===== config.mk =====
export PLATFORM = sky130hd
export DESIGN_NAME = sprite_control
export DESIGN_NICKNAME = d
export VERILOG_FILES = /design/src/rtl/sprite_control.sv
export SDC_FILE = /design/constraint.sdc
export NUM_CORES = 1
export LEC_CHECK = 0
export ABC_CLOCK_PERIOD_IN_PS = 3500
export CAP_MARGIN = 10
export CORE_MARGIN = 4
export CORE_UTILIZATION = 46
export DETAILED_ROUTE_END_ITERATION = 16
export GPL_TIMING_DRIVEN = 0
export MAX_ROUTING_LAYER = met4
export PLACE_DENSITY_LB_ADDON = 0.12
export SETUP_SLACK_MARGIN = 0.2
export SLEW_MARGIN = 10
export SYNTH_ARGS = -nofsm -noshare
export SYNTH_HDL_FRONTEND = slang
export SYNTH_SLANG_ARGS = --single-unit
export TNS_END_PERCENT = 20

===== constraint.sdc =====
create_clock -name clk -period 3.5 [get_ports clk]
set_input_delay 0.35 -clock clk [delete_from_list [all_inputs] [get_ports clk]]
set_output_delay 0.35 -clock clk [all_outputs]
set_load 0.05 [all_outputs]

===== src/rtl/sprite_control.sv =====
// Sprite bitmap owner: serial bitmap load, per-frame position latch, and the
// per-pixel strobes consumed by the downstream 8x8-upscaled sprite row stage.
module sprite_control #(
  parameter int WIDTH  = 8,
  parameter int HEIGHT = 8,
  parameter int X_MAX  = 100,
  parameter int Y_MAX  = 75
) (
  input  logic       clk,
  input  logic       reset,
  input  logic [9:0] counter_h,
  input  logic [9:0] counter_v,
  input  logic [6:0] pos_x,
  input  logic [6:0] pos_y,
  input  logic       load_start,
  input  logic       load_valid,
  input  logic       load_data,
  output logic       load_ready,
  output logic       sprite_data,
  input  logic       sprite_shift,
  output logic       new_line,
  output logic       sprite_access,
  output logic       sprite_visible,
  output logic       sprite_wrap,
  output logic       misalign
);

  localparam int N  = WIDTH * HEIGHT;
  localparam int CW = $clog2(N);
  localparam logic [6:0] X_LIM = 7'(X_MAX - WIDTH);
  localparam logic [6:0] Y_LIM = 7'(Y_MAX - HEIGHT);

  typedef enum logic [1:0] {IDLE, LOADING, ARMED, SHOW} state_e;

  state_e          state_q, state_d;
  logic [N-1:0]    bitmap_q, bitmap_d;
  logic [CW-1:0]   load_cnt_q, load_cnt_d;
  logic [CW-1:0]   shift_cnt_q, shift_cnt_d;
  logic [6:0]      x_q, x_d, y_q, y_d;
  logic            misalign_q, misalign_d;

  logic            frame_start;
  logic            take_bit;
  logic            shift_en;
  logic [7:0]      cx, cy, x_end, y_end;

  assign frame_start = (counter_h == 10'd0) && (counter_v == 10'd0);
  assign take_bit    = (state_q == LOADING) && load_valid && !load_start;
  assign shift_en    = (state_q == SHOW) && sprite_shift && !load_start;

  // 8-bit coarse compares keep x_q+WIDTH from overflowing at the right edge.
  assign cx    = {1'b0, counter_h[9:3]};
  assign cy    = {1'b0, counter_v[9:3]};
  assign x_end = {1'b0, x_q} + 8'(WIDTH);
  assign y_end = {1'b0, y_q} + 8'(HEIGHT);

  assign load_ready     = (state_q == LOADING);
  assign sprite_data    = bitmap_q[N-1];
  assign new_line       = (counter_v[2:0] == 3'd0);
  assign sprite_access  = (counter_h[2:0] == 3'd7);
  assign sprite_visible = (state_q == SHOW) &&
                          (cx >= {1'b0, x_q}) && (cx < x_end) &&
                          (cy >= {1'b0, y_q}) && (cy < y_end);
  assign sprite_wrap    = shift_en && (shift_cnt_q == CW'(N - 1));
  assign misalign       = misalign_q;

  always_comb begin
    // NOTE: every _d gets its hold value first, so no path through the case
    // can leave a signal unassigned and infer a latch.
    state_d     = state_q;
    bitmap_d    = bitmap_q;
    load_cnt_d  = load_cnt_q;
    shift_cnt_d = shift_cnt_q;
    x_d         = x_q;
    y_d         = y_q;
    misalign_d  = misalign_q;

    if (frame_start) begin
      x_d = (pos_x > X_LIM) ? X_LIM : pos_x;
      y_d = (pos_y > Y_LIM) ? Y_LIM : pos_y;
    end

    unique case (state_q)
      IDLE: begin
        if (load_start) begin
          state_d    = LOADING;
          load_cnt_d = '0;
        end
      end
      LOADING: begin
        if (load_start) begin
          load_cnt_d = '0;
        end else if (take_bit) begin
          bitmap_d = {bitmap_q[N-2:0], load_data};
          if (load_cnt_q == CW'(N - 1)) begin
            state_d    = ARMED;
            load_cnt_d = '0;
          end else begin
            load_cnt_d = load_cnt_q + 1'b1;
          end
        end
      end
      ARMED: begin
        if (load_start) begin
          state_d    = LOADING;
          load_cnt_d = '0;
        end else if (frame_start) begin
          state_d     = SHOW;
          shift_cnt_d = '0;
        end
      end
      SHOW: begin
        if (load_start) begin
          state_d    = LOADING;
          load_cnt_d = '0;
        end else begin
          if (shift_en) begin
            bitmap_d    = {bitmap_q[N-2:0], bitmap_q[N-1]};
            shift_cnt_d = sprite_wrap ? '0 : shift_cnt_q + 1'b1;
          end
          // A frame that ends mid-bitmap means the consumer lost alignment.
          if (frame_start && (shift_cnt_q != '0)) misalign_d = 1'b1;
        end
      end
      default: state_d = IDLE;
    endcase
  end

  always_ff @(posedge clk or posedge reset) begin
    if (reset) begin
      state_q     <= IDLE;
      // NOTE: the bitmap is cleared on reset so an aborted load never
      // survives as displayable data.
      bitmap_q    <= '0;
      load_cnt_q  <= '0;
      shift_cnt_q <= '0;
      x_q         <= '0;
      y_q         <= '0;
      misalign_q  <= 1'b0;
    end else begin
      // NOTE: non-blocking assignments so every flop samples pre-edge values.
      state_q     <= state_d;
      bitmap_q    <= bitmap_d;
      load_cnt_q  <= load_cnt_d;
      shift_cnt_q <= shift_cnt_d;
      x_q         <= x_d;
      y_q         <= y_d;
      misalign_q  <= misalign_d;
    end
  end

endmodule

==> reports/results.tsv <==
metric	value	unit
start_kind	register	
ys.warnings.count	0	
drt-vias-per-instance	5.16	
overflow	0	
dp_hpwl	6.08	mm
clk_latency	0.36	ns
synth-main-ff-cell	dfrtp_1	
status	completed	
grt_pass1_wl	13.8	mm
ctsHtreeMaxLevel	3	
grt_setup_unrepaired	no	
globalplace.congestion	0.832	
placedCellCount	563	
cap_violations	0	
vias	2988	
core_area	9680	µm²
grt_max_degree	49	
areaGrowthSynthToFinish	18.9	%
relSlewSlack	52.1	%
multi_input_area	2060	µm²
synth_fp_nets	454	
power_switching	508	µW
reg2regPathDepth	7	
hold_viol_final	0	
ys_async_sr_fraction	100	%
cp.depth	8	
cts-root-buf	clkbuf_8	
grt_pass1_vias	2998	
drc	0	
fin_area	5400	µm²
finalCriticalPeriod	3.12	ns
skew	0.0134	ns
cts_tree	built	
fp-row-count	36	
firstDrtPassIters	4	
drt-total-wl	8.06	mm
num-fill-cells	826	
yosysUniqueCellTypes	49	
dp_slack	0.272	ns
netSwitchingFraction	23.8	%
worstPathArrival	2.77	ns
io_pins	47	
worst_setup_path_end_kind	output port	
synth_cells	383	
synthesis.area	4540	µm²
post_cts_buffers	0	
grt_antenna_before_repair	0	
worstSetupPathType	register to output port	
power.density	396	nW/µm²
internal-power	1630	µW
place_area	5200	µm²
final_net_count	512	
cts.reportedPaths.clkPinSlew	0.09	ns
fin_cells	579	
ant_nets	0	
final_cell_mix	dfrtp_1 (93), mux2_2 (63), clkdlybuf4s50_1 (45)	
grt_util_all_layers	15.5	%
holdWs	0.408	ns
critPathTopFamily	buffers and inverters	
slowest_stage	dlygate4sd2_1	
drtIter0Drc	87	
clkPwrFrac	33.0	%
die-area	11500	µm²
cp.buffers_inverters	1	
peakVddDrop	228	µV
power_frac_seq	56.1	%
wl_per_cell	13.9	µm
cp.required	3.15	ns
path_max_fanout	4	
synth.avg_cell_area	11.9	µm²
drv_slew	0	
clock_sinks	93	
insertedDiodeCount	0	
setup_viol	0	
io_buffers	46	
holdCritPathClass	primary input to asynchronous set/reset pin	
synth_seq_area_share	51.2	%
power.leakage	0.00257	µW
combinationalPowerShare	10.9	%
path_cells	ha_1, xnor2_1, ha_1, a21oi_1, o22ai_1, a211o_1, nor4b_2, dlygate4sd2_1	
crit_top_cell	ha_1	
ys_ff_latch	93	
slowest_delay	0.56	ns
final_common_cell	dfrtp_1	
synth_edf_count	0	
clockBufferDepth	2	
fmax	0.321	GHz
drive_gt1_share	20.9	%
seq_area	2330	µm²
die_h	107	µm
worst_slew_pin_slew	0.715	ns
fin_util	55.8	%
setup_ws	0.384	ns
min_period_over_period	89.0	%
cts_buffers	9	
die_w	107	µm
start_util	46.9	%
[stage by stage]
step | total power [µW] | TNS [ns]
floorplan | 1360 | 0
global placement | 1440 | -59.99
detailed placement | 1460 | 0
CTS | 2170 | 0
global route | 2250 | 0
finish | 2140 | 0
[layer usage]
layer	vias up	global-route usage, %	share of wire [%]
met4	0	4.33	1.4
met5	-	-	0
met2	47	24.4	47
li1	1477	-	-
met3	7	3.84	3.9
met1	1457	20.0	47
[power groups by stage]
| stage | logic (µW) | clock network, µW | registers, µW |
|---|---|---|---|
| after floorplan | 149 | 0 | 1210 |
| after global placement | 225 | 0 | 1220 |
| after detailed placement | 236 | 0 | 1220 |
| after CTS | 238 | 735 | 1200 |
| after global routing | 258 | 776 | 1210 |
| final | 232 | 706 | 1200 |
[cell families after synthesis]
group	Yosys count	share of synthesized area, %
muxes	68	16.7
and+or+nand+nor	87	10.4
adders and majority gates	31	8.54
DFF	93	51.2
buffers and inverters	40	3.64
xor gates and xnor gates	6	1.16
AOI/OAI and AO/OA	58	8.29
[synthesized netlist by cell type, drive strengths merged, types with 2 or more instances]
cell    number  area [µm²]
a211o        2        17.5
a21o         3        22.5
a21oi       11        58.8
a221oi       2        17.5
a22o         2        17.5
a22oi        3        22.5
and3         5        31.3
buf          7        41.3
clkbuf       5        18.8
dfrtp       93        2330
ha          31         388
inv         28         105
mux2        64         721
mux2i        4        40.0
nand2       22        82.6
nand2b       5        31.3
nand3       12        60.1
nand3b       6        45.0
nand4        4        25.0
nor2        12        45.0
nor2b        5        31.3
nor3         4        25.0
nor3b        2        15.0
nor4         4        31.3
nor4b        2        17.5
o21ai       20         100
o221ai       2        17.5
o22ai        2        12.5
o31ai        2        15.0
or2          2        12.5
xnor2        4        35.0
xor2         2        17.5
[repair_timing]
action	in CTS	in global routing
hold buffers	0	0
setup endpoints to repair	1	0
resized for setup	1	0
[worst reg2reg max path: stages, from the launching register on]
cell and delay [ns]:
dfrtp_1 0.41, inv_1 0.08, ha_1 0.26, mux2i_1 0.14, nor3_1 0.30, buf_2 0.29
buf_2 0.27, mux2_2 0.36
[area by class of cell]
type                            count  area share, %
Sequential cell                    93           43.1
Inverter                           28           1.99
Clock inverter                      7           1.34
Multi-Input combinational cell    250           38.1
Buffer                             12           1.11
Timing Repair Buffer               47           9.01
Clock buffer                        9           2.29
Tap cell                          133           3.08
[worst paths after layout]
| kind | endpoint | slack [ns] | start |
|---|---|---|---|
| max reg2reg | bitmap_q[49] | 1.27 | state_q[1] |
| min | state_q[0] | 0.41 | reset |
| max in group asynchronous | bitmap_q[51] | 2.47 | reset |
| min reg2reg | misalign | 0.47 | misalign |
| max | sprite_visible | 0.38 | x_q[3] |
| min in group clk | misalign | 0.47 | misalign |
[state kept, by name (all words and copies together) (netlist names)]
signal and cells:
y_q 7, state_q 2, shift_cnt_q 6, x_q 7, bitmap_q 64, misalign 1, load_cnt_q 6
No activity file was read; power rests on OpenSTA's default activity.
